[config.mk]
export PLATFORM = sky130hd
export DESIGN_NAME = nibble_serial_adder
export DESIGN_NICKNAME = d
export VERILOG_FILES = /design/src/rtl/nibble_serial_adder_pkg.sv /design/src/rtl/Adder4bit.sv /design/src/rtl/nibble_serial_adder.sv
export SDC_FILE = /design/constraint.sdc
export NUM_CORES = 1
export LEC_CHECK = 0
export ABC_AREA = 1
export CORE_UTILIZATION = 52
export CTS_BUF_LIST = sky130_fd_sc_hd__clkbuf_8
export CTS_CLUSTER_DIAMETER = 100
export DETAILED_ROUTE_END_ITERATION = 6
export GPL_TIMING_DRIVEN = 0
export PLACE_DENSITY = 0.87
export SLEW_MARGIN = 15
export SYNTH_ARGS = -nofsm -noshare
export SYNTH_HDL_FRONTEND = slang
export SYNTH_SLANG_ARGS = --single-unit
[constraint.sdc]
create_clock -name clk -period 2.81 [get_ports clk]
set_clock_uncertainty 0.05 [all_clocks]
set_input_delay 0.4215 -clock clk [delete_from_list [all_inputs] [get_ports clk]]
set_output_delay 0.4215 -clock clk [all_outputs]
set_load 0.005 [all_outputs]
[src/rtl/nibble_serial_adder_pkg.sv]
// rtl/nibble_serial_adder_pkg.sv - shared types and constants for the nibble-serial adder
//
// Contents:
//   NIBBLE_W   width of one add step (bits)
//   state_t    control FSM states: IDLE (accepting), RUN (adding), DONE (presenting)
//   nibbles_of helper returning the number of nibble steps for a given width
package nibble_serial_adder_pkg;

    localparam int NIBBLE_W = 4;

    typedef enum logic [1:0] {
        IDLE = 2'd0,
        RUN  = 2'd1,
        DONE = 2'd2
    } state_t;

    function automatic int nibbles_of(input int width);
        return width / NIBBLE_W;
    endfunction

endpackage

[src/rtl/Adder4bit.sv]
// rtl/Adder4bit.sv - combinational ripple slice adding two WIDTH-bit words plus carry-in
//
// Ports:
//   A, B   input  [WIDTH-1:0]  addends
//   Cin    input               carry-in
//   Sum    output [WIDTH-1:0]  A+B+Cin modulo 2^WIDTH
//   Cout   output              carry out of bit WIDTH-1
module Adder4bit
    import nibble_serial_adder_pkg::*;
#(
    parameter int WIDTH = NIBBLE_W
) (
    input  logic [WIDTH-1:0] A,
    input  logic [WIDTH-1:0] B,
    input  logic             Cin,
    output logic [WIDTH-1:0] Sum,
    output logic             Cout
);

    logic [WIDTH:0] total;

    // One extra bit on every operand so the carry lands in total[WIDTH].
    assign total = {1'b0, A} + {1'b0, B} + {{WIDTH{1'b0}}, Cin};
    assign Sum   = total[WIDTH-1:0];
    assign Cout  = total[WIDTH];

endmodule

[src/rtl/nibble_serial_adder.sv]
// rtl/nibble_serial_adder.sv - WIDTH-bit adder computed one nibble per clock through a shared 4-bit slice
//
// Ports:
//   clk        input               single clock, rising edge
//   rst_n      input               asynchronous active-low reset
//   in_valid   input               operand set present
//   in_ready   output              high only in IDLE
//   A, B       input  [WIDTH-1:0]  addends, captured on accept
//   Cin        input               carry-in, captured on accept
//   out_valid  output              high only in DONE
//   out_ready  input               consumer takes the result
//   Sum        output [WIDTH-1:0]  A+B+Cin modulo 2^WIDTH
//   Cout       output              carry out of bit WIDTH-1
//
// Timing: accept on edge k, nibbles processed on edges k+1..k+NIBBLES,
// out_valid high after edge k+NIBBLES, back to IDLE on the handshake edge.
module nibble_serial_adder
    import nibble_serial_adder_pkg::*;
#(
    parameter int WIDTH = 16
) (
    input  logic             clk,
    input  logic             rst_n,
    input  logic             in_valid,
    output logic             in_ready,
    input  logic [WIDTH-1:0] A,
    input  logic [WIDTH-1:0] B,
    input  logic             Cin,
    output logic             out_valid,
    input  logic             out_ready,
    output logic [WIDTH-1:0] Sum,
    output logic             Cout
);

    localparam int NIBBLES = nibbles_of(WIDTH);
    localparam int IDX_W   = (NIBBLES > 1) ? $clog2(NIBBLES) : 1;
    localparam int SH_LOG  = $clog2(NIBBLE_W);
    localparam int SH_W    = IDX_W + SH_LOG;
    localparam logic [IDX_W-1:0] LAST_IDX = IDX_W'(NIBBLES - 1);

    state_t state;
    state_t next_state;

    logic [WIDTH-1:0]    a_reg;
    logic [WIDTH-1:0]    b_reg;
    logic [WIDTH-1:0]    sum_reg;
    logic                carry_reg;
    logic                cout_reg;
    logic [IDX_W-1:0]    idx;

    logic [SH_W-1:0]     shamt;
    logic [NIBBLE_W-1:0] a_nib;
    logic [NIBBLE_W-1:0] b_nib;
    logic [NIBBLE_W-1:0] nib_sum;
    logic                nib_cout;
    logic                last_step;

    // Bit offset of the current nibble: idx * NIBBLE_W.
    assign shamt     = {idx, {SH_LOG{1'b0}}};
    assign a_nib     = a_reg[shamt +: NIBBLE_W];
    assign b_nib     = b_reg[shamt +: NIBBLE_W];
    assign last_step = (idx == LAST_IDX);

    Adder4bit #(
        .WIDTH (NIBBLE_W)
    ) u_slice (
        .A    (a_nib),
        .B    (b_nib),
        .Cin  (carry_reg),
        .Sum  (nib_sum),
        .Cout (nib_cout)
    );

    // Control FSM: state register.
    always_ff @(posedge clk or negedge rst_n) begin
        if (!rst_n) begin
            state <= IDLE;
        end else begin
            state <= next_state;
        end
    end

    // Control FSM: next state. The DONE->IDLE transition deliberately does
    // not look at in_valid, so a result handshake and a new accept never
    // share an edge.
    always_comb begin
        next_state = state;
        case (state)
            IDLE: begin
                if (in_valid) begin
                    next_state = RUN;
                end
            end
            RUN: begin
                if (last_step) begin
                    next_state = DONE;
                end
            end
            DONE: begin
                if (out_ready) begin
                    next_state = IDLE;
                end
            end
            default: begin
                next_state = IDLE;
            end
        endcase
    end

    // Handshake outputs come straight from the state register, so there is
    // no combinational path from in_valid or out_ready to them.
    assign in_ready  = (state == IDLE);
    assign out_valid = (state == DONE);

    // Datapath: operand capture, per-nibble accumulation, final carry.
    always_ff @(posedge clk or negedge rst_n) begin
        if (!rst_n) begin
            a_reg     <= '0;
            b_reg     <= '0;
            sum_reg   <= '0;
            carry_reg <= 1'b0;
            cout_reg  <= 1'b0;
            idx       <= '0;
        end else begin
            case (state)
                IDLE: begin
                    if (in_valid) begin
                        a_reg     <= A;
                        b_reg     <= B;
                        carry_reg <= Cin;
                        sum_reg   <= '0;
                        cout_reg  <= 1'b0;
                        idx       <= '0;
                    end
                end
                RUN: begin
                    sum_reg[shamt +: NIBBLE_W] <= nib_sum;
                    carry_reg                  <= nib_cout;
                    if (last_step) begin
                        cout_reg <= nib_cout;
                        // Park idx at 0 so it never passes NIBBLES-1.
                        idx      <= '0;
                    end else begin
                        idx <= idx + 1'b1;
                    end
                end
                default: begin
                    // DONE holds everything until the handshake.
                end
            endcase
        end
    end

    assign Sum  = sum_reg;
    assign Cout = cout_reg;

endmodule

Word level (Yosys, flattened, before mapping)
Cells that the tools add are included.
- flip-flop bits (word level): 54
- input bits: 37
- output and inout bits: 19
- logic and storage cells: 42
- add/subtract/negate cells: 4
- equal/unequal tests: 6
- shift-type cells: 4
- mux-type cells: 15
- reduce and logical (&&, ||, !) cells: 6
- operator list (operator ; count):
    $pmux W16 S2 ; 1
    $shiftx A16 B5 Y4 ; 2
    $bwmux W16 ; 1
    $mux W16 ; 1
    $shift A4 B6 Y16 const A ; 1
    $shiftx A4 B6 Y16 ; 1
    $mux W2 ; 5
    $neg A4 Y6 ; 1
    $pmux W2 S3 ; 1
    $reduce_and A3 Y1 ; 2
    $add A4 B4 Y5 ; 1
    $add A5 B1 Y5 ; 1
    $eq A2 B2 Y1 const B ; 2
    $ne A2 B2 Y1 const B ; 2
    $pmux W1 S2 ; 2
    $pmux W2 S2 ; 1
    $reduce_and A2 Y1 ; 2
    $mux W1 ; 3
    $add A2 B1 Y2 const B ; 1
    $eq A2 B1 Y1 const B ; 1
    $logic_not A2 Y1 ; 1
    $ne A2 B1 Y1 const B ; 1
    $reduce_bool A2 Y1 ; 1

Logic depth before layout (Yosys ltp)
Gate-level depths: netlist of run 1.
- word-level depth: 6
- gate-level depth with buffers: 12
- mapped depth without buffers: 10

By module
Synthesis of run 1 repeated with hierarchy kept, for this count alone.
- cells, all modules: 356
- area total of the unflattened synthesis: 2861.5 µm²
- by module, submodules not included (module ; times used ; cells each ; area each (µm²) ; sequential area each (µm²)):
    nibble_serial_adder ; 1 ; 331 ; 2696.3 ; 1351.3
    Adder4bit ; 1 ; 25 ; 165.2 ; 0.0

Worst setup path before layout of run 1
Ideal clock, no wire load.
- kind: flip-flop to flip-flop
- start point: register idx[0]
- end point: register carry_reg
- setup time: 140 ps
- data arrival time: 2270 ps
- required time: 2620 ps
- slack: 350 ps
- stages on the path, launching flop included: 12
- path buffers: 2
- cell sequence: dfrtp_1 clkbuf_2 inv_1 buf_2 nor2_1 o22ai_1 fa_1 fa_1 nand2_1 a21oi_1 o21ai_0 nand3_1
- cells in the longest elaborated chain, start to end: 4
- elaborated cells on any way between the ends: 5
- those cells by class: 2 x add/sub; 2 x shift; 1 x mux
- ends and longest elaborated chain (item ; RTL line ; source):
    start: declaration ; nibble_serial_adder.sv:49 ; logic [IDX_W-1:0] idx;
    start signal: assignment ; nibble_serial_adder.sv:144 ; idx <= idx + 1'b1;
    $shiftx A16 B5 Y4, on equally long branches ; nibble_serial_adder.sv:60, nibble_serial_adder.sv:61 ;
    $add A4 B4 Y5 * ; Adder4bit.sv:23 ; assign total = {1'b0, A} + {1'b0, B} + {{WIDTH{1'b0}}, Cin};
    $add A5 B1 Y5 * ; Adder4bit.sv:23 ;
    $pmux W1 S2 * ; nibble_serial_adder.sv:125 ; case (state)
    end signal: assignment ; nibble_serial_adder.sv:130 ; carry_reg <= Cin;
    end signal: assignment ; nibble_serial_adder.sv:138 ; carry_reg <= nib_cout;
    end: declaration ; nibble_serial_adder.sv:47 ; logic carry_reg;
Every way passes the cells marked *; elsewhere a longest branch is shown, timed or not.
A chain may end at the register's enable or synchronous reset.

Final worst setup path of run 1
Ends and elaborated chain as after synthesis.

==> results of run 1 <==
-- routing by layer --
metal	GRT usage (%)	up-vias
met5	0	-
met4	6.54	0
met3	4.44	10
met2	45.6	53
met1	32.4	1068
li1	-	1105
-- power by group through the flow --
stage	clock network [uW]	logic, uW	registers (uW)
floorplan	0	1380	1280
global placement	0	2000	1330
detailed placement	0	2050	1340
CTS	638	2120	1330
global route	675	2490	1370
finish	634	2230	1330
-- Yosys cell counts (all sizes together) --
| library cell | instances |
|---|---|
| xor2 | 1 |
| nor2 | 22 |
| ha | 7 |
| a21oi | 1 |
| clkinv | 1 |
| inv | 16 |
| nand3 | 15 |
| nand4 | 4 |
| o21ai | 31 |
| clkbuf | 6 |
| fa | 2 |
| o22ai | 8 |
| or2 | 1 |
| nand2 | 127 |
| nor3 | 1 |
| o31ai | 3 |
| dfrtp | 54 |
| buf | 5 |
-- cells in the final DEF, fill, tap and decap left out, drive strengths merged --
cell type / count
clkdlybuf4s50: 54
fa: 2
nor3: 1
inv: 16
dfrtp: 54
buf: 8
clkinvlp: 1
xor2: 1
clkbuf: 12
bufinv: 2
a21oi: 1
o21ai: 31
nand3: 15
nand2: 127
ha: 7
o22ai: 8
nand4: 4
o31ai: 3
or2: 1
nor2: 22
-- worst max-delay path: stages, from the launching register on --
cell      delay (ns)
dfrtp_1         0.39
clkbuf_4        0.21
inv_2           0.09
buf_2           0.20
nor2_1          0.15
o22ai_1         0.13
fa_1            0.45
fa_2            0.39
nand2_1         0.08
a21oi_1         0.07
o21ai_2         0.20
nand3_1         0.10
-- cell families after synthesis --
group	after synthesis	share of synthesized area, %
flops	54	52.9
simple gates	170	28.1
compound gates	43	9.26
xor+xnor	1	0.343
buf+inv	28	4.41
fa+ha+maj	9	5.00
-- area by class of cell --
| class | instances | share of cell area [%] |
|---|---|---|
| Clock inverter | 2 | 1.78 |
| Buffer | 11 | 1.56 |
| Tap cell | 67 | 2.48 |
| Clock buffer | 6 | 2.45 |
| Inverter | 17 | 2.00 |
| Timing Repair Buffer | 57 | 17.0 |
| Multi-Input combinational cell | 223 | 32.7 |
| Sequential cell | 54 | 40.1 |
-- final timing paths --
kind / from / to / cells after the start
min in group clk: a_reg[6] / a_reg[6] / 2
worst min-delay path: rst_n / Sum[1] / 1
worst min register to register: a_reg[6] / a_reg[6] / 2
worst max-delay path: idx[0] / carry_reg / 11
worst max register to register: idx[0] / carry_reg / 11
max in group asynchronous: rst_n / idx[1] / 2
-- timing repair --
| action | CTS | global route |
|---|---|---|
| buffers inserted | 0 | 1 |
| setup endpoints to repair | 4 | 9 |
| gates resized for setup | 3 | 9 |
| gates cloned | 0 | 0 |
-- per-stage QoR --
step | hold WS (ns) | total power (uW) | instances | cell area, sq um
final | 0.0512 | 4190 | 437 | 3380
after global routing | 0.0921 | 4540 | 437 | 3380
after CTS | 0.0660 | 4080 | 436 | 3350
after detailed placement | 0.401 | 3390 | 428 | 3200
after global placement | 0.411 | 3330 | 427 | 3190
after floorplan | 0.0759 | 2670 | 305 | 2550
==> flow_results.xml, run 1 <==
<?xml version="1.0" encoding="UTF-8"?>
<metrics>
  <group name="outcome">
    <metric name="outcome" unit="">finished, final reports clean</metric>
  </group>
  <group name="route">
    <metric name="highest_layer" unit="">met4</metric>
    <metric name="routed_wirelength" unit="um">5870</metric>
    <metric name="initialDrtViolationCount" unit="">99</metric>
    <metric name="total_vias_in_the_final_route" unit="">2236</metric>
    <metric name="post_drt_via_cell_ratio" unit="">5.12</metric>
    <metric name="routedWlPerCell" unit="um">13.4</metric>
    <metric name="wl_met2" unit="um">3040</metric>
    <metric name="drc" unit="">0</metric>
    <metric name="wl_met1" unit="um">2560</metric>
    <metric name="wl_met3" unit="um">173</metric>
    <metric name="detail-route-antenna-nets" unit="">0</metric>
    <metric name="first_pass_iters" unit="">4</metric>
  </group>
  <group name="synthesis">
    <metric name="mappedNetlistNets" unit="">351</metric>
    <metric name="synth-warning-count" unit="">0</metric>
    <metric name="postSynthRegisterBits" unit="">54</metric>
    <metric name="area_of_the_mapped_netlist" unit="sq um">2550</metric>
    <metric name="sequential_fraction_of_the_synthesis_area" unit="%">52.9</metric>
    <metric name="yosys-top-cells-area" unit="">dfrtp_1 (53%), nand2_1 (18%), o21ai_0 (5.9%), ha_1 (3.4%), nand3_1 (2.9%)</metric>
    <metric name="cell_type_with_the_largest_total_area_after_synthesis" unit="">dfrtp_1</metric>
    <metric name="postSynthAreaPerCell" unit="sq um">8.37</metric>
    <metric name="post_synth_num_cell_types" unit="">24</metric>
    <metric name="share_of_yosys_cell_area_claimed_by_the_top_area_cell_type" unit="%">52.9</metric>
    <metric name="gate_count_post_synth" unit="">305</metric>
  </group>
  <group name="power_and_ir_drop">
    <metric name="gate_power_share" unit="%">53.1</metric>
    <metric name="internal-power" unit="uW">2390</metric>
    <metric name="clkPwrFrac" unit="%">15.1</metric>
    <metric name="power.density_cell_area" unit="nW/um^2">1240</metric>
    <metric name="netSwitchingFraction" unit="%">43.0</metric>
    <metric name="power.sequential.fraction" unit="%">31.7</metric>
    <metric name="max-vdd-ir-drop" unit="mV">0.566</metric>
    <metric name="leakagePower" unit="uW">0.00165</metric>
    <metric name="total_switching_power" unit="uW">1800</metric>
  </group>
  <group name="timing">
    <metric name="final_hold_viol_count" unit="">0</metric>
    <metric name="setup-tns-final" unit="ns">0</metric>
    <metric name="fmaxAchievable" unit="MHz">380</metric>
    <metric name="slew_headroom" unit="%">61.2</metric>
    <metric name="final.period_utilization" unit="%">93.6</metric>
    <metric name="layout_min_cycle_time" unit="ns">2.63</metric>
    <metric name="setup_viol_count_final" unit="">0</metric>
    <metric name="slew_viol_final" unit="">0</metric>
    <metric name="rsz0062_at_grt" unit="">false</metric>
    <metric name="worst_slew_pin_slew" unit="ns">0.582</metric>
    <metric name="worst_slack" unit="ns">0.181</metric>
  </group>
  <group name="cts">
    <metric name="clock_latency_of_the_later_clocked_register_in_the_worst_skew_pair" unit="ns">0.31</metric>
    <metric name="ctsHoldBuffers" unit="">0</metric>
    <metric name="path_clk_slew" unit="ns">0.09</metric>
    <metric name="tritoncts.num_buffers" unit="">5</metric>
    <metric name="tritoncts" unit="">done</metric>
    <metric name="cts_htree_levels" unit="">2</metric>
    <metric name="ctsLongestPathBuffers" unit="">2</metric>
    <metric name="clock-sinks" unit="">54</metric>
    <metric name="clock_tree.root_cell" unit="">clkbuf_8</metric>
  </group>
  <group name="floorplan">
    <metric name="io_pins" unit="">56</metric>
    <metric name="die_width" unit="um">72.1</metric>
    <metric name="floorplan.die.height" unit="um">72.1</metric>
    <metric name="starting_density_of_the_core" unit="%">54.1</metric>
    <metric name="design.core.area" unit="sq um">4720</metric>
    <metric name="placement_rows" unit="">25</metric>
    <metric name="die-area" unit="sq um">5200</metric>
  </group>
  <group name="global_routing">
    <metric name="number_of_global_route_vias_before_repair" unit="">2227</metric>
    <metric name="grt_pass1_wl" unit="um">10200</metric>
    <metric name="grt_usage" unit="%">25.6</metric>
    <metric name="globalRouteOverflowTotal" unit="">0</metric>
    <metric name="grt_start_max_net_pins" unit="">30</metric>
    <metric name="grt_antenna_before_repair" unit="">0</metric>
  </group>
  <group name="layout">
    <metric name="fin_util" unit="%">71.5</metric>
    <metric name="multiInputGateArea" unit="sq um">1100</metric>
    <metric name="area.sequential" unit="sq um">1350</metric>
    <metric name="antenna_cells" unit="">0</metric>
    <metric name="nets_final" unit="">415</metric>
    <metric name="fill_cells" unit="">390</metric>
    <metric name="post_route_cells_drive_above_1_share" unit="%">9.46</metric>
    <metric name="area_growth_syn_to_layout" unit="%">32.2</metric>
  </group>
  <group name="setup_path">
    <metric name="crit_type" unit="">flip-flop to flip-flop</metric>
    <metric name="cp.arrival" unit="ns">2.77</metric>
    <metric name="reg2reg_slack" unit="ns">0.18</metric>
    <metric name="critPathCaptureType" unit="">flip-flop</metric>
    <metric name="worst_setup_path_start_kind" unit="">flip-flop</metric>
    <metric name="crit_required" unit="ns">2.95</metric>
    <metric name="critPathMaxFanout" unit="">11</metric>
  </group>
  <group name="placed_design">
    <metric name="port_buffer_count" unit="">55</metric>
    <metric name="place_worst_setup_slack" unit="ns">-0.0942</metric>
    <metric name="gp_congestion" unit="">0.865</metric>
    <metric name="dpl.hpwl" unit="um">4490</metric>
  </group>
  <group name="flow_run">
    <metric name="number_of_violations_of_the_max_capacitance_limit" unit="">0</metric>
  </group>
  <group name="min_path">
    <metric name="min_path_type" unit="">input pin to async pin</metric>
  </group>
</metrics>
(Power assumes the default switching activity.)
==> run 2, diff against run 1 <==
Settings changed: CTS_CLUSTER_DIAMETER 100 to 40, SETUP_SLACK_MARGIN set to 0.2.
==> flow_results.xml, run 2 (synthesis results as in run 1) <==
<?xml version="1.0" encoding="UTF-8"?>
<metrics>
  <group name="outcome">
    <metric name="outcome" unit="">finished, final reports clean</metric>
  </group>
  <group name="timing">
    <metric name="slew_headroom" unit="%">61.1</metric>
    <metric name="final_hold_viol_count" unit="">0</metric>
    <metric name="final.period_utilization" unit="%">88.6</metric>
    <metric name="setup_viol_count_final" unit="">0</metric>
    <metric name="worst_slew_pin_slew" unit="ns">0.584</metric>
    <metric name="rsz0062_at_grt" unit="">false</metric>
    <metric name="fmaxAchievable" unit="MHz">402</metric>
    <metric name="slew_viol_final" unit="">0</metric>
    <metric name="layout_min_cycle_time" unit="ns">2.49</metric>
  </group>
  <group name="cts">
    <metric name="tritoncts" unit="">done</metric>
    <metric name="ctsLongestPathBuffers" unit="">2</metric>
    <metric name="tritoncts.num_buffers" unit="">5</metric>
    <metric name="clock_tree.root_cell" unit="">clkbuf_8</metric>
    <metric name="clock-sinks" unit="">54</metric>
    <metric name="cts_htree_levels" unit="">2</metric>
    <metric name="clock_latency_of_the_later_clocked_register_in_the_worst_skew_pair" unit="ns">0.31</metric>
    <metric name="path_clk_slew" unit="ns">0.10</metric>
  </group>
  <group name="global_routing">
    <metric name="grt_start_max_net_pins" unit="">30</metric>
    <metric name="grt_pass1_wl" unit="um">10200</metric>
    <metric name="globalRouteOverflowTotal" unit="">0</metric>
    <metric name="number_of_global_route_vias_before_repair" unit="">2239</metric>
    <metric name="grt_usage" unit="%">25.6</metric>
    <metric name="grt_antenna_before_repair" unit="">0</metric>
  </group>
  <group name="floorplan">
    <metric name="placement_rows" unit="">25</metric>
    <metric name="floorplan.die.height" unit="um">72.1</metric>
    <metric name="die-area" unit="sq um">5200</metric>
    <metric name="starting_density_of_the_core" unit="%">54.1</metric>
    <metric name="design.core.area" unit="sq um">4720</metric>
    <metric name="io_pins" unit="">56</metric>
    <metric name="die_width" unit="um">72.1</metric>
  </group>
  <group name="route">
    <metric name="drc" unit="">0</metric>
    <metric name="routedWlPerCell" unit="um">13.6</metric>
    <metric name="initialDrtViolationCount" unit="">100</metric>
    <metric name="routed_wirelength" unit="um">5960</metric>
    <metric name="detail-route-antenna-nets" unit="">0</metric>
    <metric name="post_drt_via_cell_ratio" unit="">5.11</metric>
    <metric name="total_vias_in_the_final_route" unit="">2245</metric>
    <metric name="first_pass_iters" unit="">4</metric>
  </group>
  <group name="setup_path">
    <metric name="cp.arrival" unit="ns">2.64</metric>
    <metric name="critPathMaxFanout" unit="">11</metric>
    <metric name="timing.critical_path.cells" unit="">buf_6, inv_2, buf_4, nor2_2, o22ai_2, fa_2, fa_2, nand2_1, a21oi_1, o21ai_2, nand3_1</metric>
    <metric name="library_cell_contributing_the_largest_single_delay_on_the_critical_path" unit="">fa_2</metric>
    <metric name="crit_required" unit="ns">2.96</metric>
    <metric name="reg2reg_slack" unit="ns">0.32</metric>
    <metric name="ff2ff_path_depth" unit="">11</metric>
    <metric name="path_common_cell" unit="">fa_2</metric>
    <metric name="critical_path.reg2reg.endpoint" unit="">carry_reg</metric>
    <metric name="critPathCaptureType" unit="">flip-flop</metric>
    <metric name="crit_type" unit="">flip-flop to flip-flop</metric>
    <metric name="worst_setup_path_start_kind" unit="">flip-flop</metric>
    <metric name="critical-path-max-stage-delay" unit="ns">0.41</metric>
    <metric name="regToRegStartpoint" unit="">idx[0]</metric>
  </group>
  <group name="layout">
    <metric name="antenna_cells" unit="">0</metric>
    <metric name="area_growth_syn_to_layout" unit="%">33.4</metric>
    <metric name="final_common_cell" unit="">nand2_1</metric>
    <metric name="fin_util" unit="%">72.1</metric>
    <metric name="final_cell_mix" unit="">nand2_1 (124), clkdlybuf4s50_1 (54), dfrtp_1 (53)</metric>
    <metric name="stdcell_area" unit="sq um">3410</metric>
    <metric name="final_cell_count_no_fill" unit="">439</metric>
    <metric name="post_route_cells_drive_above_1_share" unit="%">11.0</metric>
    <metric name="nets_final" unit="">417</metric>
  </group>
  <group name="placed_design">
    <metric name="dpl.hpwl" unit="um">4490</metric>
    <metric name="placed_cell_area" unit="sq um">3200</metric>
    <metric name="place.detailed.instances" unit="">428</metric>
    <metric name="port_buffer_count" unit="">55</metric>
    <metric name="gp_congestion" unit="">0.865</metric>
  </group>
  <group name="power_and_ir_drop">
    <metric name="max-vdd-ir-drop" unit="mV">0.566</metric>
    <metric name="leakagePower" unit="uW">0.00167</metric>
    <metric name="power.density_cell_area" unit="nW/um^2">1250</metric>
  </group>
  <group name="min_path">
    <metric name="min_path_type" unit="">input pin to async pin</metric>
  </group>
  <group name="flow_run">
    <metric name="number_of_violations_of_the_max_capacitance_limit" unit="">0</metric>
  </group>
</metrics>
==> run 2: how the worst max path moves through the flow <==
stage,start,slack [ns],endpoint,depth (start not counted)
6_report,idx[0],0.32,carry_reg,11
2_1_floorplan,idx[0],0.35,carry_reg,11
3_5_place_dp,idx[0],-0.09,Sum[6],10
3_3_place_gp,rst_n,-0.21,b_reg[14],1
4_1_cts,idx[0],0.20,Sum[10],11
5_1_grt,idx[0],0.21,carry_reg,10
==> run 2: stage by stage <==
| stage | TNS (ns) | setup WS [ns] | total power (uW) | hold slack, ns |
|---|---|---|---|---|
| 6_report | 0 | 0.320 | 4270 | 0.0449 |
| 5_1_grt | 0 | 0.209 | 4620 | 0.0921 |
| 4_1_cts | 0 | 0.203 | 4180 | 0.0660 |
| 3_5_place_dp | -0.320 | -0.0942 | 3390 | 0.401 |
| 3_3_place_gp | -11.50 | -0.209 | 3330 | 0.411 |
| 2_1_floorplan | 0 | 0.350 | 2670 | 0.0759 |
==> run 2: layout make-up <==
type | count | area, sq um
buffer | 11 | 60.1
clock buffer | 6 | 82.6
clock inverter | 2 | 60.1
fill | 380 | 1320
inverter | 17 | 65.1
multi-input combinational | 223 | 1110
sequential | 54 | 1350
tap | 67 | 83.8
timing repair buffer | 59 | 588
==> run 2: where the power goes <==
group | leakage, uW | internal, uW | switching, uW
registers | 0.000692 | 1110 | 222
clock network | 0.0000714 | 380 | 258
logic | 0.000902 | 948 | 1350
total | 0.00167 | 2440 | 1830
==> run 2: worst max-delay path: cells and delay by family, from the launching register on <==
kind	cells	cell delay, ns
AO/OA/AOI/OAI	3	0.40
adder cells (fa/ha/maj)	2	0.79
AND/OR/NAND/NOR	3	0.31
flip-flops	1	0.40
buffers and inverters	3	0.42
==> run 2: timing repair <==
action | CTS | global route
gates resized for setup | 10 | 11
buffers inserted | 1 | 2
hold buffers | 0 | 0
pin swaps | 0 | 2
setup endpoints to repair | 10 | 13
==> run 2: layer usage <==
layer  global-route usage [%]  vias up  part of all wire, %
li1                         -     1113                    -
met1                     32.2     1056                   43
met2                     45.4       64                   52
met3                     4.31       12                  3.9
met4                     7.63        0                  1.6
met5                        0        -                    0
==> run 3, diff against run 2 <==
Settings changed: CAP_MARGIN set to 25.
==> flow_results.xml, run 3 (synthesis results as in run 1) <==
<?xml version="1.0" encoding="UTF-8"?>
<metrics>
  <group name="outcome">
    <metric name="outcome" unit="">finished, final reports clean</metric>
  </group>
  <group name="setup_path">
    <metric name="critPathMaxFanout" unit="">11</metric>
    <metric name="critical_path.reg2reg.endpoint" unit="">carry_reg</metric>
    <metric name="worst_setup_path_start_kind" unit="">flip-flop</metric>
    <metric name="crit_required" unit="ns">2.96</metric>
    <metric name="critPathCaptureType" unit="">flip-flop</metric>
    <metric name="regToRegStartpoint" unit="">idx[0]</metric>
    <metric name="crit_type" unit="">flip-flop to flip-flop</metric>
    <metric name="reg2reg_slack" unit="ns">0.32</metric>
    <metric name="cp.arrival" unit="ns">2.64</metric>
    <metric name="ff2ff_path_depth" unit="">11</metric>
  </group>
  <group name="layout">
    <metric name="fin_util" unit="%">72.1</metric>
    <metric name="post_route_cells_drive_above_1_share" unit="%">11.0</metric>
    <metric name="final_cell_count_no_fill" unit="">439</metric>
    <metric name="final_cell_mix" unit="">nand2_1 (124), clkdlybuf4s50_1 (54), dfrtp_1 (53)</metric>
    <metric name="final_common_cell" unit="">nand2_1</metric>
    <metric name="area_growth_syn_to_layout" unit="%">33.4</metric>
    <metric name="antenna_cells" unit="">0</metric>
    <metric name="nets_final" unit="">417</metric>
  </group>
  <group name="timing">
    <metric name="slew_headroom" unit="%">61.1</metric>
    <metric name="final.period_utilization" unit="%">88.6</metric>
    <metric name="rsz0062_at_grt" unit="">false</metric>
    <metric name="slew_viol_final" unit="">0</metric>
    <metric name="final_hold_viol_count" unit="">0</metric>
    <metric name="worst_slew_pin_slew" unit="ns">0.584</metric>
    <metric name="fmaxAchievable" unit="MHz">402</metric>
    <metric name="setup_viol_count_final" unit="">0</metric>
    <metric name="worst_slack" unit="ns">0.320</metric>
    <metric name="fin_worst_hold_slack" unit="ns">0.0449</metric>
    <metric name="layout_min_cycle_time" unit="ns">2.49</metric>
  </group>
  <group name="placed_design">
    <metric name="port_buffer_count" unit="">55</metric>
    <metric name="place.detailed.instances" unit="">428</metric>
    <metric name="gp_congestion" unit="">0.865</metric>
    <metric name="dpl.hpwl" unit="um">4490</metric>
    <metric name="place_worst_setup_slack" unit="ns">-0.0942</metric>
  </group>
  <group name="route">
    <metric name="first_pass_iters" unit="">4</metric>
    <metric name="routedWlPerCell" unit="um">13.6</metric>
    <metric name="detail-route-antenna-nets" unit="">0</metric>
    <metric name="routed_wirelength" unit="um">5960</metric>
    <metric name="initialDrtViolationCount" unit="">100</metric>
    <metric name="post_drt_via_cell_ratio" unit="">5.11</metric>
    <metric name="total_vias_in_the_final_route" unit="">2245</metric>
    <metric name="drc" unit="">0</metric>
  </group>
  <group name="cts">
    <metric name="path_clk_slew" unit="ns">0.10</metric>
    <metric name="tritoncts" unit="">done</metric>
    <metric name="ctsLongestPathBuffers" unit="">2</metric>
    <metric name="cts_htree_levels" unit="">2</metric>
    <metric name="ctsHoldBuffers" unit="">0</metric>
    <metric name="clock_tree.root_cell" unit="">clkbuf_8</metric>
    <metric name="clock-sinks" unit="">54</metric>
    <metric name="clock_latency_of_the_later_clocked_register_in_the_worst_skew_pair" unit="ns">0.31</metric>
    <metric name="tritoncts.num_buffers" unit="">5</metric>
  </group>
  <group name="flow_run">
    <metric name="number_of_violations_of_the_max_capacitance_limit" unit="">0</metric>
  </group>
  <group name="floorplan">
    <metric name="die_width" unit="um">72.1</metric>
    <metric name="design.core.area" unit="sq um">4720</metric>
    <metric name="placement_rows" unit="">25</metric>
    <metric name="die-area" unit="sq um">5200</metric>
    <metric name="floorplan.die.height" unit="um">72.1</metric>
    <metric name="io_pins" unit="">56</metric>
    <metric name="starting_density_of_the_core" unit="%">54.1</metric>
  </group>
  <group name="power_and_ir_drop">
    <metric name="power.density_cell_area" unit="nW/um^2">1250</metric>
    <metric name="leakagePower" unit="uW">0.00167</metric>
    <metric name="max-vdd-ir-drop" unit="mV">0.566</metric>
    <metric name="finalPower" unit="uW">4270</metric>
  </group>
  <group name="min_path">
    <metric name="min_path_type" unit="">input pin to async pin</metric>
  </group>
  <group name="global_routing">
    <metric name="grt_pass1_wl" unit="um">10200</metric>
    <metric name="grt_usage" unit="%">25.6</metric>
    <metric name="grt_start_max_net_pins" unit="">30</metric>
    <metric name="number_of_global_route_vias_before_repair" unit="">2239</metric>
    <metric name="globalRouteOverflowTotal" unit="">0</metric>
    <metric name="grt_antenna_before_repair" unit="">0</metric>
  </group>
</metrics>
## run 3: cell counts in the layout (fill, tap and decap cells not counted)
Identical to the previous run, type by type.
## run 3: final cells by class
cell class	instances	area (sq um)
Buffer	11	60.1
Clock buffer	6	82.6
Clock inverter	2	60.1
Fill cell	380	1320
Inverter	17	65.1
Multi-Input combinational cell	223	1110
Sequential cell	54	1350
Tap cell	67	83.8
Timing Repair Buffer	59	588
## run 3: worst max-delay path by stage
stage | cells after the start | endpoint | slack (ns) | from
floorplan | 11 | carry_reg | 0.35 | idx[0]
global placement | 1 | b_reg[14] | -0.21 | rst_n
detailed placement | 10 | Sum[6] | -0.09 | idx[0]
CTS | 11 | Sum[10] | 0.20 | idx[0]
global route | 10 | carry_reg | 0.21 | idx[0]
finish | 11 | carry_reg | 0.32 | idx[0]
## run 3: power breakdown
| group | leakage [uW] | switching [uW] | internal [uW] |
|---|---|---|---|
| combinational | 0.000902 | 1350 | 948 |
| clock | 0.0000714 | 258 | 380 |
| sequential | 0.000692 | 222 | 1110 |
## run 3: repair_timing
item,CTS,global route
setup buffers,1,2
setup endpoints to repair,10,13
resized for setup,10,11
pin swaps,0,2
## run 3: metrics by stage
stage,setup TNS [ns],cell area (sq um)
finish,0,3410
detailed placement,-0.320,3200
global placement,-11.50,3190
CTS,0,3370
global route,0,3410
floorplan,0,2550
## run 3: metal layers
layer	GRT usage (%)	vias to the layer above	wire [um]	part of all wire, %
met1	32.2	1056	2540	43
met3	4.31	12	234	3.9
met5	0	-	0	0
li1	-	1113	-	-
met2	45.4	64	3100	52
met4	7.63	0	96	1.6
## run 3: worst max-delay path, stage by stage (launching register included)
cell	delay (ns)
dfrtp_1	0.40
buf_6	0.15
inv_2	0.08
buf_4	0.19
nor2_2	0.13
o22ai_2	0.11
fa_2	0.41
fa_2	0.38
nand2_1	0.08
a21oi_1	0.07
o21ai_2	0.22
nand3_1	0.10
